### src/rtl/gate_arb_pkg.sv
// gate_arb_pkg: shared types and defaults for gate_access_arbiter and its round-robin picker.
package gate_arb_pkg;

  typedef enum logic [1:0] {
    S_IDLE = 2'd0,
    S_WAIT = 2'd1,
    S_RESP = 2'd2
  } state_t;

  localparam int DEF_N_REQ       = 4;
  localparam int DEF_DATA_W      = 8;
  localparam int DEF_GATE_LAT    = 1;
  localparam int DEF_RSP_TIMEOUT = 16;

  function automatic int idx_w(input int n);
    return (n < 2) ? 1 : $clog2(n);
  endfunction

endpackage

### src/rtl/gate_access_arbiter_rr_pick.sv
// rr_pick: combinational round-robin picker; first asserted request at or after i_ptr, wrapping.
module rr_pick
  import gate_arb_pkg::*;
#(
  parameter int N_REQ = DEF_N_REQ,
  parameter int IDX_W = idx_w(DEF_N_REQ)
) (
  input  logic [N_REQ-1:0] i_req,
  input  logic [IDX_W-1:0] i_ptr,
  output logic [N_REQ-1:0] o_grant,
  output logic [IDX_W-1:0] o_gid,
  output logic             o_any
);

  logic [IDX_W-1:0] w_idx;

  // Scan from the farthest offset down so the closest hit to i_ptr is written last.
  always_comb begin
    o_grant = '0;
    o_gid   = '0;
    o_any   = 1'b0;
    w_idx   = '0;
    for (int off = N_REQ - 1; off >= 0; off--) begin
      w_idx = IDX_W'((int'(i_ptr) + off) % N_REQ);
      if (i_req[w_idx]) begin
        o_grant        = '0;
        o_grant[w_idx] = 1'b1;
        o_gid          = w_idx;
        o_any          = 1'b1;
      end
    end
  end

endmodule

### src/rtl/gate_access_arbiter.sv
// gate_access_arbiter: round-robin sharing of one logic_gate among N_REQ requesters.
// Optional response timeout is enabled by defining GATE_ARB_RSP_TIMEOUT_EN.
//   state  | meaning
//   S_IDLE | pick a requester, accept its operand
//   S_WAIT | operand on gate, count down GATE_LAT, then capture result
//   S_RESP | present result to granted requester until accepted
module gate_access_arbiter
  import gate_arb_pkg::*;
#(
  parameter int N_REQ       = DEF_N_REQ,
  parameter int DATA_W      = DEF_DATA_W,
  parameter int GATE_LAT    = DEF_GATE_LAT,
  parameter int RSP_TIMEOUT = DEF_RSP_TIMEOUT
) (
  input  logic                    i_clk,
  input  logic                    i_rst,
  input  logic [N_REQ-1:0]        i_req_valid,
  input  logic [N_REQ*DATA_W-1:0] i_req_data,
  output logic [N_REQ-1:0]        o_req_ready,
  output logic [N_REQ-1:0]        o_rsp_valid,
  output logic [DATA_W-1:0]       o_rsp_data,
  input  logic [N_REQ-1:0]        i_rsp_ready,
  output logic [DATA_W-1:0]       o_gate_data,
  input  logic [DATA_W-1:0]       i_gate_data,
  output logic                    o_gate_rst_n,
  output logic                    o_busy,
  output logic                    o_timeout
);

  localparam int IDX_W = idx_w(N_REQ);
  localparam int CNT_W = $clog2(GATE_LAT + 2);

  if (N_REQ < 2 || N_REQ > 8 || GATE_LAT < 0 || RSP_TIMEOUT < 1) begin : g_param_err
    $error("gate_access_arbiter: illegal parameter set");
  end

  state_t            r_state;
  logic [IDX_W-1:0]  r_ptr;
  logic [IDX_W-1:0]  r_gid;
  logic [CNT_W-1:0]  r_cnt;
  logic [DATA_W-1:0] r_hold;
  logic [DATA_W-1:0] r_result;
  logic [N_REQ-1:0]  r_rsp_valid;
  logic              r_busy;
  logic              r_gate_rst_n;

  logic [N_REQ-1:0]  w_grant;
  logic [IDX_W-1:0]  w_gid;
  logic              w_any;
  logic [DATA_W-1:0] w_op;
  logic [N_REQ-1:0]  w_gid_oh;
  logic [IDX_W-1:0]  w_ptr_next;

  rr_pick #(
    .N_REQ (N_REQ),
    .IDX_W (IDX_W)
  ) u_rr_pick (
    .i_req   (i_req_valid),
    .i_ptr   (r_ptr),
    .o_grant (w_grant),
    .o_gid   (w_gid),
    .o_any   (w_any)
  );

  always_comb begin
    w_op = '0;
    for (int k = 0; k < N_REQ; k++) begin
      if (w_grant[k]) w_op = i_req_data[k*DATA_W +: DATA_W];
    end
  end

  always_comb begin
    w_gid_oh        = '0;
    w_gid_oh[r_gid] = 1'b1;
  end

  assign w_ptr_next = (r_gid == IDX_W'(N_REQ - 1)) ? '0 : r_gid + 1'b1;

  // Ready is the only combinational output: the handshake must complete in the pick cycle.
  assign o_req_ready  = (r_state == S_IDLE && !i_rst) ? w_grant : '0;
  assign o_rsp_valid  = r_rsp_valid;
  assign o_rsp_data   = r_result;
  assign o_gate_data  = r_hold;
  assign o_gate_rst_n = r_gate_rst_n;
  assign o_busy       = r_busy;

`ifdef GATE_ARB_RSP_TIMEOUT_EN
  localparam int TO_W = $clog2(RSP_TIMEOUT + 1);
  logic [TO_W-1:0] r_tcnt;
  logic            r_timeout;
  assign o_timeout = r_timeout;
`else
  assign o_timeout = 1'b0;
`endif

  always_ff @(posedge i_clk) begin
    if (i_rst) begin
      r_state      <= S_IDLE;
      r_ptr        <= '0;
      r_gid        <= '0;
      r_cnt        <= '0;
      r_hold       <= '0;
      r_result     <= '0;
      r_rsp_valid  <= '0;
      r_busy       <= 1'b0;
      r_gate_rst_n <= 1'b0;
`ifdef GATE_ARB_RSP_TIMEOUT_EN
      r_tcnt       <= '0;
      r_timeout    <= 1'b0;
`endif
    end else begin
      r_gate_rst_n <= 1'b1;
`ifdef GATE_ARB_RSP_TIMEOUT_EN
      r_timeout    <= 1'b0;
`endif
      case (r_state)
        S_IDLE: begin
          if (w_any) begin
            r_hold  <= w_op;
            r_gid   <= w_gid;
            r_cnt   <= CNT_W'(GATE_LAT);
            r_busy  <= 1'b1;
            r_state <= S_WAIT;
          end
        end
        S_WAIT: begin
          if (r_cnt == '0) begin
            r_result    <= i_gate_data;
            r_rsp_valid <= w_gid_oh;
            r_state     <= S_RESP;
`ifdef GATE_ARB_RSP_TIMEOUT_EN
            r_tcnt      <= TO_W'(RSP_TIMEOUT - 1);
`endif
          end else begin
            r_cnt <= r_cnt - 1'b1;
          end
        end
        S_RESP: begin
          // An accept on the expiry cycle wins over the timeout.
          if (i_rsp_ready[r_gid]) begin
            r_ptr       <= w_ptr_next;
            r_rsp_valid <= '0;
            r_busy      <= 1'b0;
            r_state     <= S_IDLE;
          end
`ifdef GATE_ARB_RSP_TIMEOUT_EN
          else if (r_tcnt == '0) begin
            r_ptr       <= w_ptr_next;
            r_rsp_valid <= '0;
            r_busy      <= 1'b0;
            r_timeout   <= 1'b1;
            r_state     <= S_IDLE;
          end else begin
            r_tcnt <= r_tcnt - 1'b1;
          end
`endif
        end
        default: begin
          r_rsp_valid <= '0;
          r_busy      <= 1'b0;
          r_state     <= S_IDLE;
        end
      endcase
    end
  end

endmodule

### config.mk
export PLATFORM = sky130hd
export DESIGN_NAME = gate_access_arbiter
export DESIGN_NICKNAME = d
export VERILOG_FILES = /design/src/rtl/gate_arb_pkg.sv /design/src/rtl/gate_access_arbiter_rr_pick.sv /design/src/rtl/gate_access_arbiter.sv
export SDC_FILE = /design/constraint.sdc
export NUM_CORES = 1
export LEC_CHECK = 0
export ABC_CLOCK_PERIOD_IN_PS = 4700
export BUFFER_PORTS_ARGS = -buffer_cell sky130_fd_sc_hd__buf_2
export CAP_MARGIN = 20
export CORE_MARGIN = 4
export CORE_UTILIZATION = 50
export DETAILED_ROUTE_END_ITERATION = 10
export PLACE_DENSITY = 0.81
export REMOVE_ABC_BUFFERS = 1
export SETUP_SLACK_MARGIN = 0.1
export SLEW_MARGIN = 20
export SYNTH_ARGS = -nofsm -noshare
export SYNTH_HDL_FRONTEND = slang
export SYNTH_HIERARCHICAL = 1
export SYNTH_SLANG_ARGS = --single-unit
export TNS_END_PERCENT = 20
### constraint.sdc
create_clock -name i_clk -period 4.7 [get_ports i_clk]
set_input_delay 0.94 -clock i_clk [delete_from_list [all_inputs] [get_ports i_clk]]
set_output_delay 0.94 -clock i_clk [all_outputs]
set_load 0.1 [all_outputs]
==> metrics.cfg <==
[setup_path]
worstPathArrival_ns=3.07
worstReg2RegEnd=o_gate_data[2]
crit_required_ns=3.76
worst-r2r-setup-slack_ns=1.80
worstReg2RegStart=r_ptr[1]
r2r.worst_path.cells=11
end_kind=output port
worstPathMaxFanout=11
start_kind=register
critical_path_class=register to output port

[floorplanning]
die_height_um=72.8
die-area_um2=5300
start_util_pct=52.1
die_w_um=72.8
core_area_um2=4030
num_rows=23
ioPinCount=77

[routing]
vias=2079
routedWlPerCell_um=14.1
antenna_left=0
wirelength_um=5140
drt_iter0_markers=74
drcViolationCount=0
viasPerCell=5.70
dr.pass1.iters=4

[synth]
synth_async_sr_flop_share_pct=0
ys_seq_area_share_pct=28.6
synth.distinct_cells=46
avgSynthCellArea_um2=8.60
synth.ff_latch_count=30
synth_area_um2=2100
synth_edf_count=0
synthCells=244
ys_warn_count=6
synth_flop_cell=dfxtp_1

[place]
place.gp.congestion=0.870
dpl.hpwl_um=3760
dpl-instance-area_um2=2510
placed_cells=357
io_buffers=75

[final_layout]
seq_area_um2=601
utilization_pct=64.9
fillers=350
multi_input_area_um2=1320
postLayoutCellArea_um2=2620
final_nets=377
final_cells=365
antenna_cells=0
synthToLayoutAreaGrowth_pct=24.6
drive_above_1_share_pct=32.7

[pwr]
p_leak_nw=1.25
power_uw=960
cellPowerDensity_nw_per_um2=367
ir_drop_v=0.000178

[timing]
finalHoldViolCount=0
fin_crit_sh_pct=85.4
drv_slew=0
setup_viol=0
rsz0062_at_grt=no
fin_worst_skew_ns=0.00664
fin_crit_ns=4.01
worst_slew_pin_slew_ns=0.786
final.setup.tns_ns=0
slew_headroom_pct=47.5
max_freq_ghz=0.249

[hold_path]
hold_path_depth=2
min_to=r_cnt[1]
holdCritPathClass=register to register
holdCritStartpoint=r_cnt[1]

[cts]
tritoncts=done
cts_made_buffers=5
cts_num_sinks=30
h-tree-depth=2
ctsResizeCount=0
path_clk_slew_ns=0.07
clk_path_buf_depth=2
post_cts_buffers=0
hold_buffers=0
cts-root-buf=clkbuf_8
clkLatencyLatePin_ns=0.29

[grt]
grt_remaining_overflow=0
grt_start_max_net_pins=23
first_global_vias=1952
grt_pass1_wl_um=8460
grt.total_usage_pct=19.9
antenna_found_initial=0

[job]
drv_cap=0

[status]
status=completed

## where the power goes
part	total, mW	switching, mW	internal [mW]	leakage, nW
clock	0.219	0.102	0.117	0.0472
combinational	0.433	0.311	0.122	0.953
sequential	0.308	0.0241	0.284	0.247
total	0.960	0.437	0.523	1.25
## cell families (layout without fill, tap and decap cells)
group / count (synthesis) / after routing / share of synthesized area [%]
simple gates: 74 / 74 / 19.9
compound gates: 63 / 63 / 20.2
buf+inv: 38 / 109 / 8.94
flops: 30 / 30 / 28.6
mux: 25 / 25 / 14.4
fa+ha+maj: 13 / 13 / 7.75
other cells: 1 / 1 / 0.179
## cell usage in the layout, fill, tap and decap left out, drive strengths merged, types with 2 or more instances in the layout
cell type and count:
buf 81, dfxtp 30, inv 20, nor2 20
mux2i 20, nand2 15, o21ai 14, a21oi 13
a31oi 13, ha 13, nand3b 12, a221o 8
clkbuf 6, and2 5, nor3 4, o32ai 4
a22oi 4, nand4 4, or3b 3, nor2b 3
mux2 3, mux4 2, nor3b 2
## sequential cells by signal (all words and copies together), names as in the netlist
name	count
o_gate_data	8
o_rsp_data	8
r_ptr	2
r_cnt	2
o_rsp_valid	4
o_gate_rst_n	1
r_gid	2
o_busy	1
r_state	2
## routing by layer
| layer | wire (um) | share of wire, % | up-vias | global-route usage (%) |
|---|---|---|---|---|
| met4 | 46 | 0.89 | 0 | 6.35 |
| li1 | - | - | 1017 | - |
| met5 | 0 | 0 | - | 0 |
| met3 | 444 | 8.6 | 5 | 6.47 |
| met1 | 2200 | 43 | 979 | 23.7 |
| met2 | 2450 | 48 | 78 | 33.9 |
## how the worst max path moves through the flow
stage,from,to,slack (ns),cells after the start
finish,r_ptr[1],o_req_ready[0],0.69,10
global route,r_ptr[1],o_req_ready[0],0.56,10
CTS,r_ptr[1],o_req_ready[0],0.73,10
detailed placement,i_req_valid[1],o_req_ready[0],1.0,8
global placement,i_req_valid[2],o_req_ready[0],1.02,8
floorplan,r_ptr[0],o_req_ready[2],0.26,7
## synth_stat cells, types with 2 or more instances
cell type	count	area share, %
a21oi_1	13	3.1
clkbuf_1	4	0.71
nand2_1	15	2.7
nor2b_1	2	0.60
or3b_2	2	0.83
and2_1	5	1.5
nand3b_1	12	4.3
o21ai_0	14	3.3
inv_1	20	3.6
nor3_1	4	0.95
buf_6	4	2.1
nor2_1	20	3.6
a221o_1	8	3.8
buf_1	2	0.36
ha_1	13	7.7
mux4_2	2	2.1
nand4_1	4	1.2
dfxtp_1	30	29
a22oi_1	4	1.4
mux2_4	2	1.4
o32ai_1	4	1.7
a31oi_1	13	3.9
mux2i_1	18	8.6
buf_2	6	1.4
buf_4	2	0.71
## cell type report
type / instances / area share (%)
tap: 50 / 2.39
clock buffer: 6 / 3.16
timing repair buffer: 81 / 17.8
multi-input combinational: 176 / 50.4
clock inverter: 2 / 0.478
inverter: 20 / 2.87
sequential: 30 / 23.0
## critical path, cell delays in order (launching register included)
cell and delay [ns]:
dfxtp_1 0.31, buf_4 0.19, inv_1 0.14, ha_1 0.44
or3b_2 0.49, nand3_1 0.16, nand4_1 0.13, a31oi_1 0.19
buf_4 0.19, and2_1 0.13, buf_2 0.42
## metrics by stage
| stage | hold slack [ns] | setup WS, ns |
|---|---|---|
| final | 0.467 | 0.686 |
| after global routing | 0.507 | 0.563 |
| after CTS | 0.469 | 0.732 |
| after detailed placement | 0.459 | 1.00 |
| after global placement | 0.455 | 1.02 |
| after floorplan | 0.439 | 0.257 |
No activity file was read; power rests on OpenSTA's default activity.
